**src/rtl/fifo_bist_pkg.sv**
```systemverilog
// Shared definitions for the DRAM FIFO BIST generator and checker:
// error codes, checker states and CVITA header field layout.
package fifo_bist_pkg;

    localparam logic [1:0] BIST_ERR_NONE    = 2'b00;
    localparam logic [1:0] BIST_ERR_DATA    = 2'b01;
    localparam logic [1:0] BIST_ERR_FRAME   = 2'b10;
    localparam logic [1:0] BIST_ERR_TIMEOUT = 2'b11;

    typedef enum logic [1:0] {
        ST_IDLE,
        ST_HDR,
        ST_PAYLOAD,
        ST_DONE
    } bist_state_e;

    localparam int HDR_BYTES   = 8;
    localparam int HDR_SEQ_LSB = 48;
    localparam int HDR_SEQ_W   = 12;
    localparam int HDR_LEN_LSB = 32;
    localparam int HDR_LEN_W   = 16;

    // Only flags/seq/length are compared; the SID half is don't-care.
    localparam logic [63:0] HDR_CHECK_MASK = 64'hFFFF_FFFF_0000_0000;

    function automatic logic [HDR_LEN_W-1:0] hdr_len16(input logic [12:0] pkt_len);
        return HDR_LEN_W'(pkt_len) + HDR_LEN_W'(HDR_BYTES);
    endfunction

endpackage

```
**src/rtl/bist_pattern_gen.sv**
```systemverilog
// Combinational expected-word generator shared by the BIST packet generator
// and checker, so both ends derive header and payload words identically.
module bist_pattern_gen
    import fifo_bist_pkg::*;
(
    input  logic [31:0]          pattern,
    input  logic                 ramp,
    input  logic [12:0]          pkt_len,
    input  logic [HDR_SEQ_W-1:0] pkt_idx,
    input  logic [9:0]           word_idx,
    input  logic                 is_hdr,
    output logic [63:0]          exp_word
);

    always_comb begin
        exp_word = '0;
        if (is_hdr) begin
            exp_word[HDR_SEQ_LSB +: HDR_SEQ_W] = pkt_idx;
            exp_word[HDR_LEN_LSB +: HDR_LEN_W] = hdr_len16(pkt_len);
        end else begin
            exp_word = {pattern, pattern};
            // Ramp adds the word index across the full 64 bits, wrapping mod 2^64.
            if (ramp) begin
                exp_word = exp_word + 64'(word_idx);
            end
        end
    end

endmodule

```
**config.mk**
```make
export PLATFORM = sky130hd
export DESIGN_NAME = bist_pattern_gen
export DESIGN_NICKNAME = d
export VERILOG_FILES = /design/src/rtl/fifo_bist_pkg.sv /design/src/rtl/bist_pattern_gen.sv
export SDC_FILE = /design/constraint.sdc
export NUM_CORES = 1
export LEC_CHECK = 0
export ABC_CLOCK_PERIOD_IN_PS = 9600
export BUFFER_PORTS_ARGS = -buffer_cell sky130_fd_sc_hd__buf_4
export CELL_PAD_IN_SITES_DETAIL_PLACEMENT = 1
export CELL_PAD_IN_SITES_GLOBAL_PLACEMENT = 2
export CORE_AREA = 5 5 104 106
export DETAILED_ROUTE_END_ITERATION = 8
export DIE_AREA = 0 0 109 111
export PLACE_DENSITY = 0.89
export SYNTH_ARGS = -nofsm -noshare
export SYNTH_HDL_FRONTEND = slang
export SYNTH_SLANG_ARGS = --single-unit
```
**constraint.sdc**
```tcl
create_clock -name vclk -period 9.6
set_clock_uncertainty 0.15 [all_clocks]
set_input_delay 2.4 -clock vclk [all_inputs]
set_output_delay 2.4 -clock vclk [all_outputs]
set_load 0.05 [all_outputs]
```
==> results summary, run 1 <==
The flow ran to the end, and the final reports show no timing, DRC or antenna violations. The starting DRC count in detailed routing is about 120. The leakage power came out at 1.38 nW. Across every metal layer, demand over resource in global routing totals approximately 17%. After layout, the design draws a total of 231 uW. The worst setup path is of the in2out kind. The worst setup path is captured at an output pin.

The layout cell share with drive strength beyond 1 is around a third. The startpoint identified for the worst hold timing path is pkt_idx[10]. Among all stages on the critical path, the largest delay is contributed by sky130_fd_sc_hd__or4_2. Counting every instance in the synthesized netlist gives 362. The final antenna diode count came out at 0. After detailed routing, the number of remaining DRC violations is 0. The non-filler instance count after layout came out at approximately 600. The relative slew slack is 44.9%. Once the floorplan was initialized, standard cells occupied a little under a quarter of the core. The max-slew violation total from the final report is 0.

The total standard cell area after synthesis is about 2300 sq um. The cell that appears most often on the critical path is sky130_fd_sc_hd__buf_4. The routed length per placed instance came out at about 18 um.

The relative contribution of the clock network to total power is 0%. Compared with the post-synthesis result, the final layout area differs by 47.7%. The arrival time of data at the critical path endpoint came out at slightly above 5000 ps. For this block, the via count after detailed routing is about 3300.

The maximum number of pins on one net before global-route repair is 71. The cell count after placement is around 600. The number of routed nets with antenna violations is 0. The share of the cycle needed by the critical path after routing came out at about four fifths. In this run the tool buffered the top-level ports with roughly 130 buffer cells. Walking the worst path, the cells encountered are buf_4 -> ha_1 -> o21ai_0 -> o211ai_1 -> nand2_1 -> or4_2 -> a21oi_1 -> buf_4.

The post-synth net total came out at about 440. The number of rows in the core area is 36. The die boundary width is 109 um. The placed wire-length estimate after detailed placement came out at ~8.8 mm.

The count of unique library cells instantiated by Yosys is 60. In this run the worst path has a maximum fanout of 18. For the worst setup path, the data required time is around 7100 ps. By instance count, the leading cell after synthesis is sky130_fd_sc_hd__nand2_1.

The wire length of the first global-routing pass is approximately 18 mm. The path class of the tightest hold or removal check is in2out. The kind of cell adding the most delay to the critical path is simple AND/OR/NAND/NOR gates. The post-CTS setup buffer count came out at 0. The worst-case IR drop observed on VDD is 0.0312 mV. The sequential cell area is 0 sq um.

The path with the worst hold slack has its endpoint at exp_word[58]. The total detailed-routing wirelength is 11.1 mm. The share of total power in combinational logic came out at between 90% and 100%.

Dividing total power by cell area gives a power density of 68.6 nW/um^2. In the final timing run, aggregate negative setup slack is 0 ps. The floorplan step set the die height to 111 um. The power dissipated by switching net loads came out at around 150 uW. The pre-CTS worst setup slack is around 2000 ps. The placeable core region came out at between 9000 and 10000 sq um. The area share of the largest cell type after synthesis came out at under 10%. The count of cells along the worst hold path is 4.

The number of detailed-route iterations in the first pass came out at 4. The via count of the first global-routing pass is 3420. Sorting the synthesized cells by area gives the leading types as sky130_fd_sc_hd__nand2_1 7.2%, sky130_fd_sc_hd__ha_1 6.0%, sky130_fd_sc_hd__a21oi_1 5.0%. The warning count from the yosys run came out at 0. The worst hold-check slack is around 5000 ps. The count of cells resized by post-cts repair is 0. The total overflow reported by the global router came out at 0. Setup repair after global routing left no endpoint under its margin.

The setup slack after layout is 1970 ps. The net total in the final layout is 553. sky130_fd_sc_hd__nand2_1 takes more of the synthesized area than any other cell. The number of hold buffers added after cts is 0. The die covers 12100 sq um. The time the final worst path needs with I/O delays and setup came out at about 7600 ps. The number of antenna violations at the first check in global routing came to 0. The sequential fraction of design power is 0%. The clock tree buffer count of the final layout is 0. The final hold violation count came out at 0.

Setup violations remaining at the end of the flow were counted as 0. The switching part of the total power is 66.6%. The highest clock rate came out at approximately 0.13 GHz. The count of flip-flops and latches came out at 0.

The transition time at the pin with the least slew margin came out at 826 ps. The post-synthesis area per instance came out at 6.30 sq um. The cell internal power dissipation came out at between 70 and 80 uW. The maximum cell stage delay along the critical path is approximately 770 ps. STA classifies the critical path startpoint as a primary input. The tool flagged a number of max-cap violations equal to 0. The number of buffers and inverters on the critical path came out at 2. The number of ports placed on the die boundary is approximately 130. The routability congestion estimate from global placement is ~0.9. By count the netlist is led by 44 x sky130_fd_sc_hd__nand2_1, 23 x sky130_fd_sc_hd__a21oi_1, 23 x sky130_fd_sc_hd__nand3_1. In the routed layout, each cell is associated on average with a via count of between 5 and 6. The share of synthesized area occupied by flip-flops and latches came out at 0%.
[layout make-up]
cell class	instances	area, sq um
Tap cell	133	166
Inverter	13	48.8
Timing Repair Buffer	136	1020
Multi-Input combinational cell	321	2130
Fill cell	1294	6310
[how the worst max path moves through the flow]
stage / start / end / slack [ps] / cells after the start
final: pattern[9] / exp_word[14] / 1970 / 8
after global routing: pattern[7] / exp_word[14] / 1800 / 8
after CTS: pattern[9] / exp_word[14] / 1980 / 8
after detailed placement: pattern[9] / exp_word[14] / 1980 / 8
after global placement: pattern[9] / exp_word[14] / 2000 / 8
after floorplan: pattern[5] / exp_word[39] / 1430 / 7
[metrics by stage]
step / util (%) / area [sq um]
floorplan: - / 2280
global placement: 34.8 / 3370
detailed placement: 34.8 / 3370
CTS: 34.8 / 3370
global route: 34.8 / 3370
finish: 34.8 / 3370
[placed cells by master, fill, tap and decap left out, drive strengths merged, types with 3 or more instances in the layout]
cell    instances
inv            13
nor4            9
or4            17
o31ai          11
o21ai          18
a22o            8
ha             11
o211ai          3
nor2           20
a31oi           4
a221oi          4
a21oi          23
xor2            4
buf           136
mux2i           9
or2             5
a211oi          6
or3             6
nor3            8
o22ai           3
nand2          44
and4            4
nor3b           3
nand3          23
nand4          17
xnor2           9
and2            8
nor2b           5
and3            8
o31a            3
[cells by family after synthesis]
kind of cell             synth area share (%)
AO/OA/AOI/OAI                            31.1
XOR/XNOR                                 4.99
adder cells (fa/ha/maj)                  6.91
buffers and inverters                    7.24
multiplexers                             4.94
AND/OR/NAND/NOR                          44.8
[routing by layer]
metal  up-vias  global-route usage (%)  share of wire, %
li1       1623                       -                 -
met1      1611                    22.2                43
met2        91                    31.7                50
met3         2                    2.33               6.6
met4         0                    1.60              0.49
met5         -                       0                 0
[tightest hold or removal path, stage by stage]
cell and delay [ps]:
sky130_fd_sc_hd__buf_4 80, sky130_fd_sc_hd__nand2_1 30, sky130_fd_sc_hd__o21ai_0 60, sky130_fd_sc_hd__buf_4 200
[power by group through the flow]
stage / Combinational (mW) / Clock (mW) / Sequential [mW]
final: 0.231 / 0 / 0
after global routing: 0.247 / 0 / 0
after CTS: 0.232 / 0 / 0
after detailed placement: 0.231 / 0 / 0
after global placement: 0.229 / 0 / 0
after floorplan: 0.146 / 0 / 0
Power figures use the tool's default switching activity.
==> inputs of run 2 (changes only) <==
- ABC_CLOCK_PERIOD_IN_PS: 9600 -> 7800
- CORE_AREA: 5 5 104 106 -> 5 5 108 110
- DIE_AREA: 0 0 109 111 -> 0 0 113 115
- PLACE_DENSITY: 0.89 -> 0.84
- clock period: 9.6 -> 7.8 ns (I/O delays scaled with it)
==> results summary, run 2 (synthesis gave the netlist of run 1 again) <==
The slowest stage of the critical path is the sky130_fd_sc_hd__o41a_1 cell. The overall routing resource usage came out at 16.6% (-0.80 points). The routed length per placed instance came out at 18.7 um (+1.4%). In the layout the commonest cells are 137 x sky130_fd_sc_hd__buf_4, 44 x sky130_fd_sc_hd__nand2_1, 23 x sky130_fd_sc_hd__a21oi_1, 23 x sky130_fd_sc_hd__nand3_1, 20 x sky130_fd_sc_hd__nor2_1. The wire length of the first global-routing pass is 18.1 mm (+2.2%). The die boundary width came out at 113 um (+3.7%). The power dissipated by switching net loads came out at 190 uW (+23%). The total overflow reported by the global router is 0 (unchanged). The sum of negative setup slack is 0 ps (unchanged). The final hold violation count is 0 (unchanged). The starting density of the core came out at 21.5% (-2.0 points). The layout cell share with drive strength beyond 1 is 32.7% (+0.14 points). The share of total power in combinational logic is 100.0% (about the same). The switching part of the total power came to 66.6% (+0.067 points). The number of hold buffers added after cts came out at 0 (unchanged). The y dimension of the die is 115 um (+3.6%). The number of routed nets with antenna violations is 0 (unchanged). The time the final worst path needs with I/O delays and setup came out at 6750 ps.

The transition time at the pin with the least slew margin came out at 841 ps (+15.1 ps). The total detailed-routing wirelength came out at 11.5 mm (+2.7%). The class of the worst hold path is in2out. The post-CTS setup buffer count came out at 0 (unchanged).

The number of rows in the core area came out at 38 (+5.6%). The count of flip-flops and latches is 0 (unchanged). The total power is 285 uW (+23%). The count of cells resized by post-cts repair came out at 0 (unchanged). The layout filler cell count came out at 1375 (+6.3%). The sum of routed wire segments on met1 came to 4.73 mm (-2.0%). The worst hold-check slack came out at 4120 ps (-899 ps). The peak supply drop came out at 0.0327 mV (+4.7%). The number of antenna violations at the first check in global routing came to 0 (unchanged). The maximum number of pins on one net before global-route repair came out at 71 (unchanged). The starting DRC count in detailed routing is 156 (+27%). The critical path's most frequent cell is sky130_fd_sc_hd__buf_4.

The worst setup path is of the in2out kind. The layout overhead on the synthesized area is 48.4%. The count of cells along the worst hold path came out at 4 (unchanged). The number of vias per cell after detailed routing came out at 5.53 (+0.26%).

Walking the worst path, the cells encountered are buf_4 -> ha_1 -> a21oi_1 -> nand3_1 -> a221oi_2 -> buf_4 -> o41a_1 -> a22o_1 -> buf_4. In this run the most critical hold path is launched from pkt_idx[6]. The critical-path maximum fanout is 28 (+10).

The via count of the first global-routing pass is 3494 (+2.2%). The max-slew violation total from the final report is 0 (unchanged). The number of DRC violations after detailed routing is 0 (unchanged). The sequential fraction of design power is 0% (unchanged). The number of vias after detailed routing came to 3380 (+1.6%). The relative slew slack is 43.9% (-1.0 points). The placed wire-length estimate after detailed placement came out at 9.31 mm (+5.5%).

The arrival time of data at the critical path endpoint is 4650 ps (-430 ps). The leakage power came out at 1.38 nW (+0.40%). The relative contribution of the clock network to total power is 0% (unchanged). The ratio of total power to cell area is 84.2 nW/um^2 (+23%). The sequential cell area is 0 sq um (unchanged).

STA classifies the critical path endpoint as an output pin. Setup repair after global routing left no endpoint under its margin. The net total in the final layout came to 554 (+0.18%). The highest layer touched by signal routing is met4. The maximum cell stage delay along the critical path is 510 ps (-260 ps).

The met3 wire length is 649 um (-12%). The required time reported for the critical path endpoint came out at 5700 ps (-1350 ps). The startpoint type of the worst setup path is a primary input. The clock tree buffer count of the final layout came out at 0 (unchanged). The placeable core region is 10600 sq um (+9.5%). The flow ran to the end, and the final reports show no timing, DRC or antenna violations. The cell internal power dissipation came out at 95.1 uW (+23%).

The number of detailed-route iterations in the first pass came out at 4 (unchanged). The most common cell after layout, fill and taps aside is sky130_fd_sc_hd__buf_4. The area of the die is 13000 sq um (+7.4%). The worst path uses between 80% and 90% of the clock period. The highest clock rate came out at 0.148 GHz. The count of buffers inserted at the top-level ports came out at 133 (unchanged).

The total met2 wirelength after detailed routing is 5.98 mm (+8.0%). The number of setup violations in the final report came out at 0 (unchanged). The final antenna diode count came to 0 (unchanged).

The number of max-cap violations came to 0 (unchanged). For hold timing, the worst endpoint is exp_word[54]. The routability congestion estimate from global placement came out at 0.808 (-10%). The number of ports placed on the die boundary is 133 (unchanged).
run 2: final cells by class:
cell class	instances	area (sq um)	area share (%)
multi-input combinational	321	2130	63.0
timing repair buffer	137	1030	30.4
tap	140	175	5.17
inverter	13	48.8	1.44
run 2: worst max-delay path by stage:
stage / start / end / cells past startpoint
global route: pattern[4] / exp_word[55] / 9
detailed placement: pattern[4] / exp_word[45] / 9
CTS: pattern[4] / exp_word[45] / 9
finish: pattern[4] / exp_word[43] / 9
floorplan: pattern[5] / exp_word[39] / 7
global placement: pattern[0] / exp_word[14] / 10
run 2: worst max-delay path: cells and delay by family:
kind / cells / cell delay [ps]
buf+inv: 3 / 690
simple gates: 1 / 190
compound gates: 4 / 1470
fa+ha+maj: 1 / 350
run 2: stage by stage:
| step | setup WS (ps) | area (sq um) | cells | utilization [%] |
|---|---|---|---|---|
| after floorplan | 530 | 2280 | 362 | - |
| after global placement | 1080 | 3390 | 611 | 31.9 |
| after global routing | 849 | 3390 | 611 | 31.9 |
| after CTS | 1040 | 3390 | 611 | 31.9 |
| final | 1050 | 3390 | 611 | 31.9 |
| after detailed placement | 1050 | 3390 | 611 | 31.9 |
run 2: power groups by stage:
stage          Clock [mW]  Combinational (mW)  Sequential [mW]
2_1_floorplan           0               0.179                0
3_3_place_gp            0               0.284                0
3_5_place_dp            0               0.287                0
4_1_cts                 0               0.288                0
5_1_grt                 0               0.305                0
6_report                0               0.285                0
run 2: per-layer routing:
metal / GRT usage (%) / vias to the layer above
met1: 20.0 / 1655
met5: 0 / -
met4: 1.60 / 0
met3: 2.05 / 7
met2: 32.5 / 90
li1: - / 1628
